File: config.mk
export PLATFORM = sky130hd
export DESIGN_NAME = ysyx_22040210_axi_rd_arbiter
export DESIGN_NICKNAME = d
export VERILOG_FILES = /design/src/rtl/ysyx_22040210_axi_rd_arbiter_pkg.sv /design/src/rtl/ysyx_22040210_axi_rd_arbiter.sv
export SDC_FILE = /design/constraint.sdc
export NUM_CORES = 1
export LEC_CHECK = 0
export CAP_MARGIN = 20
export CORE_AREA = 2 2 110 112
export DETAILED_ROUTE_END_ITERATION = 6
export DIE_AREA = 0 0 112 114
export PLACE_DENSITY = 0.75
export SYNTH_ARGS = -nofsm -noshare
export SYNTH_HDL_FRONTEND = slang
export SYNTH_SLANG_ARGS = --single-unit
File: constraint.sdc
create_clock -name clk -period 2 [get_ports clk]
set_clock_uncertainty 0.1 [all_clocks]
set_input_delay 0.6 -clock clk [delete_from_list [all_inputs] [get_ports clk]]
set_output_delay 0.6 -clock clk [all_outputs]
set_load 0.02 [all_outputs]
File: src/rtl/ysyx_22040210_axi_rd_arbiter_pkg.sv
`default_nettype none
// ============================================================================
// Module      : ysyx_22040210_axi_rd_arbiter_pkg
// Description : Shared constants and the state encoding for the AXI read
//               arbiter that sits between the icache/dcache and the AXI
//               master read channels.
// Revision    : 1.0 - initial release
// ============================================================================
package ysyx_22040210_axi_rd_arbiter_pkg;

    // AXI IDs that tag each burst with its owner.
    localparam logic [3:0] IC_ID      = 4'd0;
    localparam logic [3:0] DC_ID      = 4'd1;

    // INCR burst type and the fixed icache beat size (8 bytes per beat).
    localparam logic [1:0] BURST_INCR = 2'b01;
    localparam logic [2:0] IC_SIZE    = 3'b011;

    typedef enum logic [1:0] {
        ST_IDLE = 2'd0,
        ST_ADDR = 2'd1,
        ST_DATA = 2'd2
    } arb_state_t;

endpackage : ysyx_22040210_axi_rd_arbiter_pkg
`default_nettype wire

File: src/rtl/ysyx_22040210_axi_rd_arbiter.sv
`default_nettype none
// ============================================================================
// Module      : ysyx_22040210_axi_rd_arbiter
// Description : Two-requester (icache / dcache) AXI read arbiter. One burst
//               is outstanding at a time; contention is resolved round-robin
//               (the loser of the last contention wins next, dcache first
//               after reset). Read beats are forwarded with zero latency and
//               tagged with the owner and a protocol-error flag.
// Ports       : clk, rst (sync, active-low)
//               ic_req_* / dc_req_*   : request side, req_ready = accept pulse
//               ic_resp_valid / dc_resp_valid, resp_data/last/err : beat out
//               io_master_ar*         : AXI read-address channel
//               io_master_r*          : AXI read-data channel
// Revision    : 1.0 - initial release
// ============================================================================
module ysyx_22040210_axi_rd_arbiter
    import ysyx_22040210_axi_rd_arbiter_pkg::*;
(
    input  logic        clk,
    input  logic        rst,

    input  logic        ic_req_valid,
    output logic        ic_req_ready,
    input  logic [31:0] ic_req_addr,
    input  logic [7:0]  ic_req_len,
    output logic        ic_resp_valid,

    input  logic        dc_req_valid,
    output logic        dc_req_ready,
    input  logic [31:0] dc_req_addr,
    input  logic [7:0]  dc_req_len,
    input  logic [2:0]  dc_req_size,
    output logic        dc_resp_valid,

    output logic [63:0] resp_data,
    output logic        resp_last,
    output logic        resp_err,

    output logic        io_master_arvalid,
    input  logic        io_master_arready,
    output logic [3:0]  io_master_arid,
    output logic [31:0] io_master_araddr,
    output logic [7:0]  io_master_arlen,
    output logic [2:0]  io_master_arsize,
    output logic [1:0]  io_master_arburst,
    input  logic        io_master_rvalid,
    output logic        io_master_rready,
    input  logic [3:0]  io_master_rid,
    input  logic [63:0] io_master_rdata,
    input  logic [1:0]  io_master_rresp,
    input  logic        io_master_rlast
);

    arb_state_t  r_state;
    logic        r_owner_dc;    // owner of the outstanding burst
    logic        r_prio_dc;     // dcache wins the next contention
    logic [7:0]  r_beat_cnt;
    logic        r_arvalid;
    logic        r_rready;
    logic [3:0]  r_arid;
    logic [31:0] r_araddr;
    logic [7:0]  r_arlen;
    logic [2:0]  r_arsize;

    logic        w_idle;
    logic        w_contend;
    logic        w_grant_dc;
    logic        w_grant_ic;
    logic        w_beat;
    logic        w_err;

    // ------------------------------------------------------------------
    // Grant decision (only meaningful in IDLE)
    // ------------------------------------------------------------------
    assign w_idle     = (r_state == ST_IDLE);
    assign w_contend  = ic_req_valid & dc_req_valid;
    assign w_grant_dc = w_idle & dc_req_valid & (~ic_req_valid | r_prio_dc);
    assign w_grant_ic = w_idle & ic_req_valid & ~w_grant_dc;

    // Outputs are forced low while reset is held so that a burst in flight
    // is cut off immediately, not one edge later.
    assign ic_req_ready = rst & w_grant_ic;
    assign dc_req_ready = rst & w_grant_dc;

    // ------------------------------------------------------------------
    // Beat forwarding and checking
    // ------------------------------------------------------------------
    assign w_beat = rst & (r_state == ST_DATA) & io_master_rvalid;

    // A beat is bad if the slave flags it, it carries someone else's ID,
    // or rlast disagrees with the beat count in either direction.
    assign w_err = (io_master_rresp != 2'b00)
                 | (io_master_rid != r_arid)
                 | ( io_master_rlast & (r_beat_cnt != r_arlen))
                 | (~io_master_rlast & (r_beat_cnt == r_arlen));

    assign ic_resp_valid = w_beat & ~r_owner_dc;
    assign dc_resp_valid = w_beat &  r_owner_dc;
    assign resp_data     = rst ? io_master_rdata : 64'd0;
    assign resp_last     = w_beat & io_master_rlast;
    assign resp_err      = w_beat & w_err;

    assign io_master_arvalid = rst & r_arvalid;
    assign io_master_rready  = rst & r_rready;
    assign io_master_arid    = r_arid;
    assign io_master_araddr  = r_araddr;
    assign io_master_arlen   = r_arlen;
    assign io_master_arsize  = r_arsize;
    assign io_master_arburst = BURST_INCR;

    // ------------------------------------------------------------------
    // FSM with registered AR/R handshake outputs
    // ------------------------------------------------------------------
    always_ff @(posedge clk) begin
        if (!rst) begin
            r_state    <= ST_IDLE;
            r_owner_dc <= 1'b0;
            r_prio_dc  <= 1'b1;
            r_beat_cnt <= 8'd0;
            r_arvalid  <= 1'b0;
            r_rready   <= 1'b0;
            r_arid     <= 4'd0;
            r_araddr   <= 32'd0;
            r_arlen    <= 8'd0;
            r_arsize   <= IC_SIZE;
        end else begin
            case (r_state)
                ST_IDLE: begin
                    if (w_grant_dc) begin
                        r_owner_dc <= 1'b1;
                        r_arid     <= DC_ID;
                        r_araddr   <= dc_req_addr;
                        r_arlen    <= dc_req_len;
                        r_arsize   <= dc_req_size;
                        r_arvalid  <= 1'b1;
                        r_state    <= ST_ADDR;
                    end else if (w_grant_ic) begin
                        r_owner_dc <= 1'b0;
                        r_arid     <= IC_ID;
                        r_araddr   <= ic_req_addr;
                        r_arlen    <= ic_req_len;
                        r_arsize   <= IC_SIZE;
                        r_arvalid  <= 1'b1;
                        r_state    <= ST_ADDR;
                    end
                    // Priority moves only when both competed: the loser
                    // of this contention gets the next one.
                    if (w_contend) begin
                        r_prio_dc <= w_grant_ic;
                    end
                end
                ST_ADDR: begin
                    if (io_master_arready) begin
                        r_arvalid  <= 1'b0;
                        r_rready   <= 1'b1;
                        r_beat_cnt <= 8'd0;
                        r_state    <= ST_DATA;
                    end
                end
                ST_DATA: begin
                    if (io_master_rvalid) begin
                        r_beat_cnt <= r_beat_cnt + 8'd1;
                        if (io_master_rlast) begin
                            r_rready <= 1'b0;
                            r_state  <= ST_IDLE;
                        end
                    end
                end
                default: begin
                    r_arvalid <= 1'b0;
                    r_rready  <= 1'b0;
                    r_state   <= ST_IDLE;
                end
            endcase
        end
    end

endmodule : ysyx_22040210_axi_rd_arbiter
`default_nettype wire

==> flow_summary_export.csv, run 1 <==
group,metric,value,unit
place,post-place-cells,802,
synth,async_reset_ff_share,0,%
power,leakage,3.586,nW
route,vias_per_cell,4.692,
layout,stdcell_area,0.007104,sq mm
clock_tree,clk_pin_slew,0.06,ns
sta,period_share,120.7,%
floorplanning,die_area,0.01277,sq mm
critical_path,cp_max_fo,1,
clock_tree,clock_sinks,57,
clock_tree,numCtsBuffers,9,
synth,synth_seq_area_share,35.56,%
clock_tree,clk-insertion-delay-late,0.32,ns
run,max-cap-violations,0,
critical_path,crit_required,1.30,ns
route,drtPass1Iterations,4,
place,place_area,0.006371,sq mm
critical_path,r2r_setup_slack,0.22,ns
global_routing,grt_pass1_wl,20150,microns
place,io_buffers,275,
route,final_antenna_net_count,0,
synth,synth.avg_cell_area,8.697,sq um
outcome,status,"finished with violations",
sta,finalWorstSetupSlack,-0.4146,ns
critical_path,reg2reg_depth,6,
global_routing,grt_max_degree,39,
sta,report.final.slew_viol_count,0,
route,drt_wl_total,13510,microns
outcome,violations,"negative setup slack",
global_routing,grt_antenna_before_repair,0,
power,peakVddDrop,0.0004090,V
sta,clock.fmax,0.4141,GHz
power,p_per_area,630.3,mW/mm^2
critical_path,end_kind,"primary output",
route,drcViolationCount,0,
critical_path,critPathKind,"in2out",
layout,nets,841,
min_path,worstHoldPathType,"reg2reg",
synth,ys.flop_type,"dfxtp_1",
floorplanning,coreArea,0.01171,sq mm
sta,rsz0062_at_grt,"yes",
clock_tree,clockRootBuffer,"clkbuf_16",
clock_tree,cts_max_level,3,
critical_path,critPathLaunchType,"primary input",
layout,drive_above_1_share,35.23,%
route,num_vias,3899,
critical_path,cp_data_arrival_time,1.71,ns
clock_tree,cts_hold_buf,0,
floorplanning,io_pins,281,
layout,filler_cell_count,964,
sta,finalSetupViolCount,34,
synth,synth_enable_flop_cells,0,
synth,ys_types,41,
layout,syn_to_final_growth,121.4,%
synth,syn_inst,369,
floorplanning,die_y,114,microns
route,drt_iter0_drc,104,
layout,fin_cells,831,
floorplanning,start_util,27.40,%
global_routing,overflow,0,
floorplanning,rows,40,
layout,antennaDiodeCount,0,
clock_tree,cts_max_path_buffers,2,
clock_tree,tritoncts,"yes",
min_path,min_path_cells,2,
global_routing,grt_pass1_vias,3925,
synth,ys_seq_elements,57,
global_routing,grtUsageTotal,19.94,%
sta,fin_crit,2.415,ns
sta,final_hold_viol_count,0,
route,wl_per_cell,16.26,microns
place,place_congestion,0.8599,
synth,syn-cell-area,0.003209,sq mm
floorplanning,dieWidth,112,microns
place,dp_hpwl,10180,microns
synth,synth_warnings,0,
## registers in the layout (all words and copies together) (netlist names)
signal / cells
r_arvalid: 1
r_prio_dc: 1
io_master_araddr: 32
io_master_arsize: 3
r_beat_cnt: 8
r_rready: 1
io_master_arlen: 8
io_master_arid: 1
r_state: 2
## cells in the mapped netlist, types with 2 or more instances
master | count | area, sq um
mux2i_1 | 40 | 400.4
nand2_1 | 8 | 30.03
xor2_1 | 4 | 35.03
nand3b_4 | 2 | 40.04
o2111ai_1 | 2 | 17.52
buf_4 | 7 | 52.55
a21oi_1 | 47 | 235.2
o21ai_1 | 38 | 190.2
a211oi_2 | 2 | 25.02
o21ai_0 | 7 | 35.03
buf_2 | 4 | 20.02
nor3_1 | 2 | 10.01
clkbuf_1 | 16 | 60.06
inv_1 | 4 | 15.01
xnor2_1 | 12 | 105.1
and2_1 | 66 | 412.9
and3_1 | 2 | 12.51
dfxtp_1 | 57 | 1141
o22ai_1 | 2 | 12.51
buf_6 | 4 | 45.04
nor2_1 | 12 | 45.04
conb_1 | 2 | 7.510
buf_8 | 4 | 60.06
nand3_1 | 4 | 20.02
nand4_1 | 4 | 25.02
and3_2 | 2 | 15.01
## cell families (layout without fill, tap and decap cells)
| family | Yosys count | in the layout | share of synthesized area, % |
|---|---|---|---|
| buffers and inverters | 39 | 351 | 7.875 |
| multiplexers | 40 | 40 | 12.48 |
| adder cells (fa/ha/maj) | 1 | 1 | 0.3898 |
| AO/OA/AOI/OAI | 104 | 104 | 17.78 |
| AND/OR/NAND/NOR | 110 | 110 | 21.33 |
| flip-flops | 57 | 57 | 35.56 |
| XOR/XNOR | 16 | 16 | 4.366 |
| other | 2 | 5 | 0.2340 |
## placed cells by master (no fill, tap or decap), types with 4 or more instances in the layout
| cell | synthesis | final |
|---|---|---|
| clkdlybuf4s50_1 | 0 | 111 |
| buf_6 | 4 | 79 |
| and2_4 | 0 | 64 |
| dlygate4sd2_1 | 0 | 59 |
| dfxtp_1 | 57 | 49 |
| a21oi_1 | 47 | 47 |
| mux2i_1 | 40 | 40 |
| buf_4 | 7 | 39 |
| o21ai_1 | 38 | 38 |
| dlymetal6s2s_1 | 0 | 26 |
| clkbuf_16 | 0 | 11 |
| nor2_1 | 12 | 10 |
| xnor2_1 | 12 | 10 |
| o21ai_0 | 7 | 7 |
| nand2_1 | 8 | 7 |
| dfxtp_2 | 0 | 6 |
| conb_1 | 2 | 5 |
| buf_2 | 4 | 5 |
| buf_12 | 0 | 5 |
| inv_1 | 4 | 4 |
| nand4_1 | 4 | 4 |
## power breakdown
group / internal, W / switching [W]
Clock: 0.00102 / 0.000509
Sequential: 0.00126 / 0.0000706
Combinational: 0.000891 / 0.000731
Total: 0.00317 / 0.00131
## per-stage QoR
step / worst slack (ns) / hold WS, ns / utilization, % / power, W / TNS (ns)
detailed placement: -1.084 / 0.3674 / 54.40 / 0.002889 / -53.65
CTS: -0.4905 / 0.3753 / 58.73 / 0.004495 / -1.005
floorplan: -0.1227 / 0.3491 / - / 0.002051 / -0.1227
global placement: -1.079 / 0.3575 / 54.40 / 0.002866 / -50.51
finish: -0.4146 / 0.3752 / 60.66 / 0.004478 / -2.150
global route: -0.4708 / 0.4106 / 60.66 / 0.004688 / -2.710
## what timing repair did
item                                    in CTS  in global routing
setup buffers                                8                  7
pin swaps                                   28                 22
endpoints found under the setup margin     119                 69
cloned                                       0                  2
resized for setup                          581                 58
## layout make-up
type	count	area, sq um	share of cell area, %
clock buffer	12	256.5	3.610
clock inverter	3	40.04	0.5636
inverter	4	15.01	0.2113
multi-input combinational	276	2072	29.17
sequential	57	1156	16.27
tap	147	183.9	2.589
timing repair buffer	332	3381	47.59
## critical path, stage by stage
cell	delay [ns]
clkdlybuf4s50_1	0.50
xor2_2	0.20
nor3_4	0.07
a31oi_2	0.18
buf_4	0.17
## routing by layer
layer	vias to the layer above	share of wire, %	global-route usage (%)
met1	1801	38	21.83
met5	-	0	0
met3	22	8.7	6.217
li1	1889	-	-
met2	187	51	36.20
met4	0	2.4	7.642
## final timing paths
| check | from | end |
|---|---|---|
| max | io_master_rid[0] | resp_err |
| min | r_rready | r_rready |
| max reg2reg | r_prio_dc | io_master_araddr[9] |
| min reg2reg | r_rready | r_rready |
Power figures use the tool's default switching activity.
==> inputs of run 2 (changes only) <==
Clock period 2 ns to 2.76 ns, I/O delays scaled along.
==> run 2 against run 1 <==
The run still ends with negative setup slack left. Clock power down 16%. Die area unchanged. Worst hold slack worse by 0.0020 ns. Sequential share of layout area up 1.3 points. Register-to-register slack better by 0.52 ns. Critical path type unchanged.
==> flow_summary_export.csv, run 2 (synthesis gave the netlist of run 1 again) <==
group,metric,value,unit
route,drt_wl_total,12880,microns
clock_tree,cts_hold_buf,0,
floorplanning,io_pins,281,
clock_tree,clk-insertion-delay-late,0.32,ns
clock_tree,cts_max_level,3,
route,drt_iter0_drc,112,
global_routing,grt_pass1_wl,19780,microns
floorplanning,rows,40,
run,max-cap-violations,0,
layout,fin_util,55.35,%
global_routing,grt_use_met3,6.854,%
outcome,violations,"negative setup slack",
layout,fin_cells,811,
sta,clock.fmax,0.3557,GHz
sta,period_share,101.9,%
critical_path,cpPeakStageDelay,0.54,ns
global_routing,grt_max_degree,83,
clock_tree,tritoncts,"yes",
outcome,status,"finished with violations",
sta,rsz0062_at_grt,"yes",
layout,antennaDiodeCount,0,
sta,slew_headroom,53.33,%
power,p_per_area,507.7,mW/mm^2
route,wl_per_cell,15.88,microns
place,dp_hpwl,9958,microns
global_routing,grt_pass1_vias,3895,
place,post-place-cells,792,
global_routing,grt.busiest_layer,"met2",
clock_tree,cts_max_path_buffers,2,
layout,syn_to_final_growth,102.0,%
place,place_ws,-0.7741,ns
route,final_antenna_net_count,0,
clock_tree,clock_sinks,57,
critical_path,critPathKind,"in2out",
critical_path,crit_required,1.83,ns
layout,largest_reg_flops,32,
global_routing,use_met1,21.54,%
place,place_congestion,0.8973,
critical_path,critPathLaunchType,"primary input",
layout,nets,820,
floorplanning,dieWidth,112,microns
critical_path,cp_data_arrival_time,1.88,ns
clock_tree,numCtsBuffers,9,
floorplanning,start_util,27.40,%
route,vias_per_cell,4.662,
route,drtPass1Iterations,4,
sta,finalSetupViolCount,1,
clock_tree,clockRootBuffer,"clkbuf_16",
layout,filler_cell_count,1082,
sta,final_hold_viol_count,0,
layout,final_cell_mix,"clkdlybuf4s50_1 (193), dlygate4sd2_1 (67), and2_1 (66)",
sta,fin_crit,2.812,ns
critical_path,cp_max_fo,1,
layout,drive_above_1_share,11.60,%
sta,report.final.slew_viol_count,0,
power,peakVddDrop,0.0003334,V
global_routing,grt_antenna_before_repair,0,
route,drcViolationCount,0,
min_path,worstHoldPathType,"reg2reg",
floorplanning,die_area,0.01277,sq mm
critical_path,end_kind,"primary output",
critical_path,crit_chain,"clkbuf_2, or4_4, nor3_4, a31oi_2, buf_4",
global_routing,grt_use_met2,34.51,%
global_routing,overflow,0,
clock_tree,clk_pin_slew,0.05,ns
sta,finalWorstSetupSlack,-0.05151,ns
power,leakage,2.969,nW
place,io_buffers,275,
layout,mostFrequentLayoutCell,"clkdlybuf4s50_1",
critical_path,cpMaxStageDelayCell,"or4_4",
floorplanning,die_y,114,microns
sta,fin_setup_tns,-0.05151,ns
route,num_vias,3781,
global_routing,grtUsageTotal,19.40,%
floorplanning,coreArea,0.01171,sq mm
sta,worstMarginPinSlew,0.7000,ns
## run 2: per-stage QoR
step                cell area (sq um)  hold slack, ns  power, W
CTS                              6476          0.3749  0.003332
global route                     6482          0.3995  0.003433
finish                           6482          0.3732  0.003291
floorplan                        3221          0.3491  0.001476
detailed placement               6192          0.3613  0.002055
global placement                 6192          0.3592  0.002042
## run 2: metal layers
layer	up-vias	part of all wire, %	routed length, microns
met5	-	0	0
met4	0	2.3	294
met3	19	9.2	1184
met2	171	49	6291
met1	1742	40	5109
li1	1849	-	-
## run 2: worst max-delay path, delay by kind of cell
kind            cells  cell delay [ns]
compound gates      1             0.12
buf+inv             2             0.25
simple gates        2             0.68
## run 2: repair_timing
item,4_1_cts,5_1_grt
endpoints found under the setup margin,70,5
setup buffers,3,0
pin swaps,5,4
gates resized for setup,98,14
## run 2: worst paths after layout
kind / start / endpoint / slack [ns] / depth (start not counted)
setup / recovery: io_master_rresp[0] / resp_err / -0.05 / 5
hold / removal: io_master_arsize[0] / io_master_arsize[0] / 0.37 / 2
setup reg to reg: r_state[0] / io_master_arlen[3] / 0.74 / 7
hold reg to reg: io_master_arsize[0] / io_master_arsize[0] / 0.37 / 2
## run 2: cell type report
| class | instances | area, sq um | share of cell area, % |
|---|---|---|---|
| repair buffers | 311 | 2934 | 45.26 |
| multi-input cells | 276 | 1862 | 28.72 |
| flip-flops and latches | 57 | 1142 | 17.62 |
| clock buffers | 11 | 242.7 | 3.744 |
| well taps | 147 | 183.9 | 2.837 |
| clock inverters | 5 | 102.6 | 1.583 |
| inverters | 4 | 15.01 | 0.2316 |
## run 2: power by group
part / leakage (nW) / switching [W] / internal, W
clock network: 0.166 / 0.000382 / 0.000904
registers: 0.472 / 0.0000507 / 0.000909
logic: 2.33 / 0.000489 / 0.000556
total: 2.97 / 0.000922 / 0.00237
